`config.mk`:
```
export PLATFORM = sky130hd
export DESIGN_NAME = parking_occupancy
export DESIGN_NICKNAME = d
export VERILOG_FILES = /design/src/rtl/parking_occupancy.sv
export SDC_FILE = /design/constraint.sdc
export NUM_CORES = 1
export LEC_CHECK = 0
export CAP_MARGIN = 20
export CORE_MARGIN = 1
export CORE_UTILIZATION = 54
export CTS_BUF_LIST = sky130_fd_sc_hd__clkbuf_4 sky130_fd_sc_hd__clkbuf_8
export DETAILED_ROUTE_END_ITERATION = 8
export DONT_BUFFER_PORTS = 1
export PLACE_DENSITY = 0.76
export SLEW_MARGIN = 20
export SYNTH_ARGS = -nofsm -noshare
export SYNTH_HDL_FRONTEND = slang
export SYNTH_SLANG_ARGS = --single-unit
```
`constraint.sdc`:
```
create_clock -name clk -period 5.65 [get_ports clk]
set_input_delay 0.8475 -clock clk [delete_from_list [all_inputs] [get_ports clk]]
set_output_delay 0.8475 -clock clk [all_outputs]
set_load 0.05 [all_outputs]
```
`src/rtl/parking_occupancy.sv`:
```
// -----------------------------------------------------------------------------
// parking_occupancy
//
// Sensor front end for the parking-space management system. Each raw presence
// sensor is brought into the clock domain with a two-flop synchroniser, then
// debounced. The debounced states are counted into occupied/free totals with
// full/empty flags and a one-cycle update pulse. A free-running prescaler
// drives the 2-bit digit-scan index used by the display multiplexer.
//
// Parameters
//   N_SPOTS          number of spaces/sensors (1..15)
//   DEBOUNCE_CYCLES  consecutive disagreeing samples needed to accept a change (>=2)
//   SCAN_DIV         clock cycles per display digit slot (>=1)
//
// Ports
//   clk     in   system clock, rising edge
//   rst     in   asynchronous active-high reset
//   sensor  in   [N_SPOTS-1:0] raw asynchronous presence inputs, 1 = occupied
//   busy    out  [3:0] number of occupied spaces (registered)
//   free    out  [3:0] number of free spaces, N_SPOTS - busy (registered)
//   full    out  busy == N_SPOTS
//   empty   out  busy == 0
//   update  out  one-cycle pulse when busy changes value
//   cont    out  [1:0] digit-scan index, 0,1,2,3 order
//
// Handshake: none. All outputs are plain registered levels/pulses; the display
// stage samples them every cycle without any valid/ready exchange.
// -----------------------------------------------------------------------------
module parking_occupancy #(
    parameter int N_SPOTS         = 8,
    parameter int DEBOUNCE_CYCLES = 50000,
    parameter int SCAN_DIV        = 50000
) (
    input  logic               clk,
    input  logic               rst,
    input  logic [N_SPOTS-1:0] sensor,
    output logic [3:0]         busy,
    output logic [3:0]         free,
    output logic               full,
    output logic               empty,
    output logic               update,
    output logic [1:0]         cont
);

    localparam int DW = $clog2(DEBOUNCE_CYCLES);
    // A divide-by-one prescaler still needs a one-bit register to stay legal.
    localparam int PW = (SCAN_DIV > 1) ? $clog2(SCAN_DIV) : 1;

    localparam logic [DW-1:0] DCNT_MAX = DW'(DEBOUNCE_CYCLES - 1);
    localparam logic [PW-1:0] PCNT_MAX = PW'(SCAN_DIV - 1);
    localparam logic [3:0]    N_SPOTS4 = 4'(N_SPOTS);

    // ------------------------------------------------------------------
    // Two-flop synchroniser
    // ------------------------------------------------------------------
    logic [N_SPOTS-1:0] r_sync1;
    logic [N_SPOTS-1:0] r_sync2;

    always_ff @(posedge clk or posedge rst) begin
        if (rst) begin
            r_sync1 <= '0;
            r_sync2 <= '0;
        end else begin
            r_sync1 <= sensor;
            r_sync2 <= r_sync1;
        end
    end

    // ------------------------------------------------------------------
    // Debouncers: a change is accepted only after DEBOUNCE_CYCLES
    // consecutive disagreeing samples; any agreeing sample restarts the run.
    // ------------------------------------------------------------------
    logic [N_SPOTS-1:0] r_stable;
    logic [DW-1:0]      r_dcnt [N_SPOTS];

    always_ff @(posedge clk or posedge rst) begin
        if (rst) begin
            r_stable <= '0;
            for (int i = 0; i < N_SPOTS; i++) begin
                r_dcnt[i] <= '0;
            end
        end else begin
            for (int i = 0; i < N_SPOTS; i++) begin
                if (r_sync2[i] == r_stable[i]) begin
                    r_dcnt[i] <= '0;
                end else if (r_dcnt[i] == DCNT_MAX) begin
                    r_stable[i] <= ~r_stable[i];
                    r_dcnt[i]   <= '0;
                end else begin
                    r_dcnt[i] <= r_dcnt[i] + DW'(1);
                end
            end
        end
    end

    // ------------------------------------------------------------------
    // Occupancy count
    // ------------------------------------------------------------------
    logic [3:0] w_pop;

    always_comb begin
        w_pop = '0;
        for (int i = 0; i < N_SPOTS; i++) begin
            w_pop = w_pop + 4'(r_stable[i]);
        end
    end

    logic [3:0] r_busy;
    logic [3:0] r_free;
    logic       r_full;
    logic       r_empty;
    logic       r_update;

    // All status outputs load from the same popcount on the same edge so the
    // display never sees busy and free disagree.
    always_ff @(posedge clk or posedge rst) begin
        if (rst) begin
            r_busy   <= '0;
            r_free   <= N_SPOTS4;
            r_full   <= 1'b0;
            r_empty  <= 1'b1;
            r_update <= 1'b0;
        end else begin
            r_busy   <= w_pop;
            r_free   <= N_SPOTS4 - w_pop;
            r_full   <= (w_pop == N_SPOTS4);
            r_empty  <= (w_pop == 4'd0);
            r_update <= (w_pop != r_busy);
        end
    end

    // ------------------------------------------------------------------
    // Digit-scan counter
    // ------------------------------------------------------------------
    logic [PW-1:0] r_pcnt;
    logic [1:0]    r_cont;

    always_ff @(posedge clk or posedge rst) begin
        if (rst) begin
            r_pcnt <= '0;
            r_cont <= '0;
        end else if (r_pcnt == PCNT_MAX) begin
            r_pcnt <= '0;
            r_cont <= r_cont + 2'd1;
        end else begin
            r_pcnt <= r_pcnt + PW'(1);
        end
    end

    assign busy   = r_busy;
    assign free   = r_free;
    assign full   = r_full;
    assign empty  = r_empty;
    assign update = r_update;
    assign cont   = r_cont;

endmodule

```
==> results.tsv, run 1 <==
metric	value	unit
vias in the first global route	5279	
pwr/cell area	252	mW/mm^2
initial antenna violation count	0	
CP top delay family	adder cells	
DIE WIDTH	126	um
Die ar.	0.0160	mm^2
most frequent cells after synthesis	178 x dfrtp_1, 153 x nor2_1, 110 x xnor2_1, 46 x nand3_1, 42 x inv_1	
largest net degree at the start of global routing	181	
Worst-path clk slew	90	ps
RSZ-0062 raised after global routing	no	
worst hold slack	354	ps
startpoint types	register	
CP Data Required Time	5990	ps
Crit Path Max Fanout	5	
detailed-route wire length	13900	um
Seq pwr share	58.6	%
CP arrival	3770	ps
DRC	0	
setup TNS	0	ps
Reg-to-Reg End	update	
remaining global-route overflow	0	
Hold Buf Count CTS	0	
critical path, cell by cell	inv_1 > fa_1 > fa_1 > fa_1 > inv_1 > ha_1 > inv_1 > fa_1 > xnor2_1 > xnor2_1 > nand4_1	
critical path class	reg2reg	
CTS tree	done	
Hold Path Depth	0	
Most used DFF post-synth	dfrtp_1	
status	finished, final reports clean	
FMAX	0.291	GHz
final period utilization	60.8	%
layout cells sized above 1	6.59	%
synth top area cells	dfrtp_1 53%, xnor2_1 12%, nor2_1 6.9%	
total track usage	19.5	%
clock root cell	clkbuf_8	
Crit path largest cell delay	590	ps
post-cts resize count	0	
most frequent CP cell	fa_1	
clock sink total	180	
hold_sp	r_sync1[7]	
Clk pwr share	38.4	%
Comb pwr share	3.0	%
postcts setup bufs	0	
PortBufs	0	
Synth Warn #	0	
row count	45	
P_sw	0.514	mW
routed length per instance	13.8	um
Clock Latency Late Sink	460	ps
Final GP Congestion	0.811	
Seq/Total Area, Yosys	53.9	%
Antenna Cells	0	
area leader, netlist	dfrtp_1	
dpl ws	2230	ps
Pleak	3.72	nW
H-tree depth	4	
P&R area growth vs syn	7.31	%
total number of vias	5423	
VDD IR max	0.192	mV
Starting Density	55.2	%
final hold vios	0	
synthesized area	0.00835	mm^2
final HPWL from detailed placement	9220	um
post-route ant nets	0	
Initial DRC Count	313	
cell with the most instances after synthesis	dfrtp_1	
Core Footprint	0.0151	mm^2
Synth Net Count	824	
Final Setup Violations	0	
setup slack, reg-to-reg	2220	ps
post-synth top area share	53.3	%
First-pass DRT Iterations	4	
post-route worst setup slack	2220	ps
Worst Setup End Kind	register	
internal power	1.75	mW
Max Slew Vio Count	0	
max_cap viols	0	
EDFF count, synth	0	
Register-to-Register Path Depth	11	
Reg2Reg Launch Point	r_stable[0]	
worst hold-check path type	reg2reg	
cells after synthesis	797	
CTS Buffer Depth	2	
number of vias per cell	5.38	
layout net count	834	
Sw Ratio	22.8	%
CP max-delay cell	fa_1	
Worst slew margin	34.3	%
hold endpoint	r_sync2[7]	
Cell variety after synth	42	
ys async rst share	100	%
fin crit period	3430	ps
Die Span Y	126	um
flops & latches, synth	180	
Synth Area per Inst	10.5	um^2
first-pass GRT wire length	24800	um
Critical path buffers and inverters	3	
top-level I/O count	23	
total CTS buffers	17	
worst slew pin tran	985	ps
Worst Skew	10.6	ps
## worst reg2reg max path, cell delays in order (launching register included)
cell and delay (ps):
dfrtp_1 390, inv_1 70, fa_1 590, fa_1 440, fa_1 430, inv_1 60
ha_1 150, inv_1 60, fa_1 410, xnor2_1 430, xnor2_1 190, nand4_1 90
## layout by cell type (no fill, tap or decap), types with 2 or more instances in the layout
master,count
nor4bb_1,7
nor3_1,34
dfstp_2,2
nor4b_1,5
or3_1,2
fa_1,4
a21oi_1,3
nand3_1,46
inv_1,41
clkinv_2,4
and4_1,3
bufinv_16,2
or4bb_1,2
mux2i_1,2
mux2_2,8
dfrtp_1,178
xor2_1,28
clkinv_4,4
nor2_1,153
ha_1,13
o41ai_4,3
and3_1,8
nand4_1,39
nand2b_1,3
nand2_1,38
xnor2_1,110
nor4_1,39
clkbuf_8,19
clkinvlp_4,2
## cell families (layout without fill, tap and decap cells)
kind of cell	after synthesis	count (layout)	share of synthesized area [%]
compound gates	10	10	1.51
xor+xnor	138	138	14.5
fa+ha+maj	17	17	2.91
buf+inv	53	76	2.56
flops	180	180	53.9
mux	10	10	1.32
simple gates	389	389	23.3
## worst max path at each step
stage / cells after the start / to / from / slack [ps]
floorplan: 1 / busy[1] / rst / 2500
global placement: 11 / update / r_stable[0] / 2400
detailed placement: 11 / update / r_stable[0] / 2230
CTS: 11 / update / r_stable[0] / 2210
global route: 11 / update / r_stable[0] / 2030
finish: 11 / update / r_stable[0] / 2220
## through the flow
stage / total power [mW] / instance area [um^2] / utilization, % / cells
final: 2.26 / 8960 / 59.2 / 1008
after global routing: 2.36 / 8960 / 59.2 / 1008
after CTS: 2.29 / 8960 / 59.2 / 1008
after detailed placement: 1.42 / 8560 / 56.5 / 976
after global placement: 1.42 / 8560 / 56.5 / 976
after floorplan: 1.40 / 8360 / - / 797
## power groups by stage
stage	Combinational (mW)	Clock [mW]	Sequential, mW
global route	0.0806	0.951	1.33
detailed placement	0.0694	0	1.35
CTS	0.0696	0.894	1.32
global placement	0.0677	0	1.35
floorplan	0.0546	0	1.35
finish	0.0668	0.869	1.32
## flip-flops by register name, indices dropped and copies added (netlist names)
name      cells
r_dcnt      128
free          4
r_stable      8
r_pcnt       16
busy          3
update        1
full          1
cont          2
r_sync1       8
empty         1
r_sync2       8
## cell type report
type | count | area, um^2
inverters | 42 | 161
clock buffers | 20 | 269
repair buffers | 2 | 27.5
flip-flops and latches | 180 | 4510
well taps | 188 | 235
fillers | 1209 | 6180
clock inverters | 12 | 131
multi-input cells | 564 | 3630
## metal layers
metal | vias up | wire length [um] | track usage, %
li1 | 2738 | - | -
met1 | 2605 | 6750 | 26.2
met2 | 61 | 6610 | 30.9
met3 | 19 | 343 | 4.43
met4 | 0 | 236 | 7.30
met5 | - | 0 | 0
No activity file was read; power rests on OpenSTA's default activity.
==> inputs of run 2 (changes only) <==
Settings changed: ABC_AREA from default to 1, PLACE_DENSITY 0.76 to 0.73.
Clock period 5.65 ns to 3.4 ns, I/O delays scaled along.
==> results.tsv, run 2 <==
metric	value	unit	change
Core Footprint	0.0172	mm^2	+14%
VDD IR max	0.337	mV	+76%
CP Data Required Time	3800	ps	-2190 ps
fin crit period	3200	ps	-232 ps
Final Setup Violations	0		unchanged
placed cell area	0.00979	mm^2	+14%
Antenna Cells	0		unchanged
DRC	0		unchanged
Synth Warn #	0		unchanged
area leader, netlist	dfrtp_1		
Worst Setup End Kind	register		
post-route ant nets	0		unchanged
initial antenna violation count	0		unchanged
Clock Latency Late Sink	480	ps	+20 ps
Initial DRC Count	409		+31%
First-pass DRT Iterations	7		+3
row count	48		+6.7%
total track usage	21.4	%	+2.0 points
layout cells sized above 1	8.41	%	+1.8 points
final period utilization	94.1	%	+33 points
EDFF count, synth	0		unchanged
Crit Path Max Fanout	3		-2
largest net degree at the start of global routing	181		unchanged
status	finished, final reports clean		
synth top area cells	dfrtp_1 47%, nor2_1 10%, nand2_1 10%		
total CTS buffers	17		unchanged
most common cell after layout, fill and taps aside	nor2_1		
CTS tree	done		
H-tree depth	4		unchanged
total number of vias	7329		+35%
met3 global-route usage	4.88	%	+0.45 points
FMAX	0.312	GHz	+7.3%
Die Span Y	135	um	+6.5%
P&R area growth vs syn	7.59	%	
number of vias per cell	5.01		-6.8%
critical path class	reg2reg		
cell with the most instances after synthesis	nor2_1		
PortBufs	0		unchanged
max reg flops	128		unchanged
flops & latches, synth	180		unchanged
Final Power	3.74	mW	+65%
first-pass GRT wire length	31200	um	+26%
Final Cell Area	0.0102	mm^2	+14%
clock sink total	180		unchanged
layout net count	1251		+50%
Most flops, register	r_dcnt		
final hold vios	0		unchanged
worst slew pin tran	991	ps	+5.93 ps
pwr/cell area	366	mW/mm^2	+45%
CTS Buffer Depth	2		unchanged
Most used DFF post-synth	dfrtp_1		
Die ar.	0.0181	mm^2	+13%
detailed-route wire length	17600	um	+26%
Largest regs	r_dcnt (128), r_pcnt (16)		
post-synth top area share	46.9	%	-6.4 points
final cell count without fillers	1462		+45%
Worst-path clk slew	100	ps	about the same
Final GP Congestion	0.906		+12%
Pleak	4.65	nW	+25%
placed cell count	1427		+46%
Seq/Total Area, Yosys	47.5	%	-6.5 points
worst hold-check path type	in2reg		
ys async rst share	100	%	unchanged
routed length per instance	12.1	um	-13%
Cell variety after synth	35		-17%
most frequent cells in the layout	256 x nor2_1, 255 x nand2_1, 178 x dfrtp_1		
Worst slew margin	33.9	%	-0.40 points
busiest grt layer	met2		
max_cap viols	0		unchanged
Max Slew Vio Count	0		unchanged
met1 usage	29.0	%	+2.8 points
Worst Skew	20.3	ps	+9.66 ps
clock root cell	clkbuf_8		
Synth Area per Inst	7.90	um^2	-25%
DIE WIDTH	135	um	+6.5%
remaining global-route overflow	0		unchanged
top-level I/O count	23		unchanged
vias in the first global route	6933		+31%
most frequent cells after synthesis	256 x nor2_1, 255 x nand2_1, 178 x dfrtp_1, 163 x inv_1, 83 x nand3_1		
final HPWL from detailed placement	12800	um	+39%
Starting Density	55.1	%	-0.070 points
synthesized area	0.00950	mm^2	+14%
met2 Resource Use GR	34.8	%	+3.9 points
startpoint types	register		
cells after synthesis	1202		+51%
CP arrival	3600	ps	-170 ps
Synth Net Count	1229		+49%
run 2: area by class of cell:
type,count,area (um^2)
fill,1532,7020
multi-input combinational,852,4360
tap,225,282
sequential,180,4510
timing repair buffer,4,45.0
inverter,169,638
clock buffer,18,248
clock inverter,14,140
run 2: logic make-up after synthesis:
kind of cell,synth area share [%]
AOI/OAI and AO/OA,3.28
xor gates and xnor gates,6.44
adders and majority gates,2.56
buffers and inverters,6.76
DFF,47.5
and+or+nand+nor,33.5
run 2: metrics by stage:
stage	worst slack (ps)	utilization (%)	hold WS (ps)	TNS, ps
after detailed placement	110	56.8	336	0
after floorplan	334	-	331	0
after global placement	215	56.8	332	0
after global routing	-8.00	59.3	10.5	-8.00
after CTS	84.8	59.1	24.4	0
final	199	59.3	58.7	0
run 2: power breakdown:
part,switching [mW],internal [mW]
combinational,0.0959,0.0344
sequential,0.0287,2.17
clock,0.840,0.565
total,0.965,2.77
run 2: worst paths after layout:
| check | start | to | slack, ps | cells past startpoint |
|---|---|---|---|---|
| max | r_stable[0] | empty | 200 | 11 |
| min | sensor[4] | r_sync1[4] | 60 | 0 |
| max reg2reg | r_stable[0] | empty | 200 | 11 |
| min reg2reg | r_sync1[2] | r_sync2[2] | 350 | 0 |
| max in group asynchronous | rst | r_dcnt[88] | 2500 | 2 |
| min in group asynchronous | rst | r_sync1[6] | 90 | 2 |
run 2: metal layers:
metal,up-vias,share of wire (%)
met5,-,0
met2,112,46
met3,17,4.0
met1,3390,48
li1,3810,-
met4,0,1.3
run 2: worst max-delay path: stages, from the launching register on:
cell     delay (ps)
dfrtp_1         350
inv_1            60
fa_1            580
fa_1            440
fa_1            440
inv_1            70
ha_1            160
inv_1            60
fa_2            560
ha_2            200
nand3_1         100
nor2_1          120
run 2: timing repair:
item                                    in CTS  in global routing
setup buffers                                0                  2
hold endpoints to repair                     0                  1
gates resized for setup                      0                  3
hold buffers                                 0                  1
endpoints found under the setup margin       0                  5
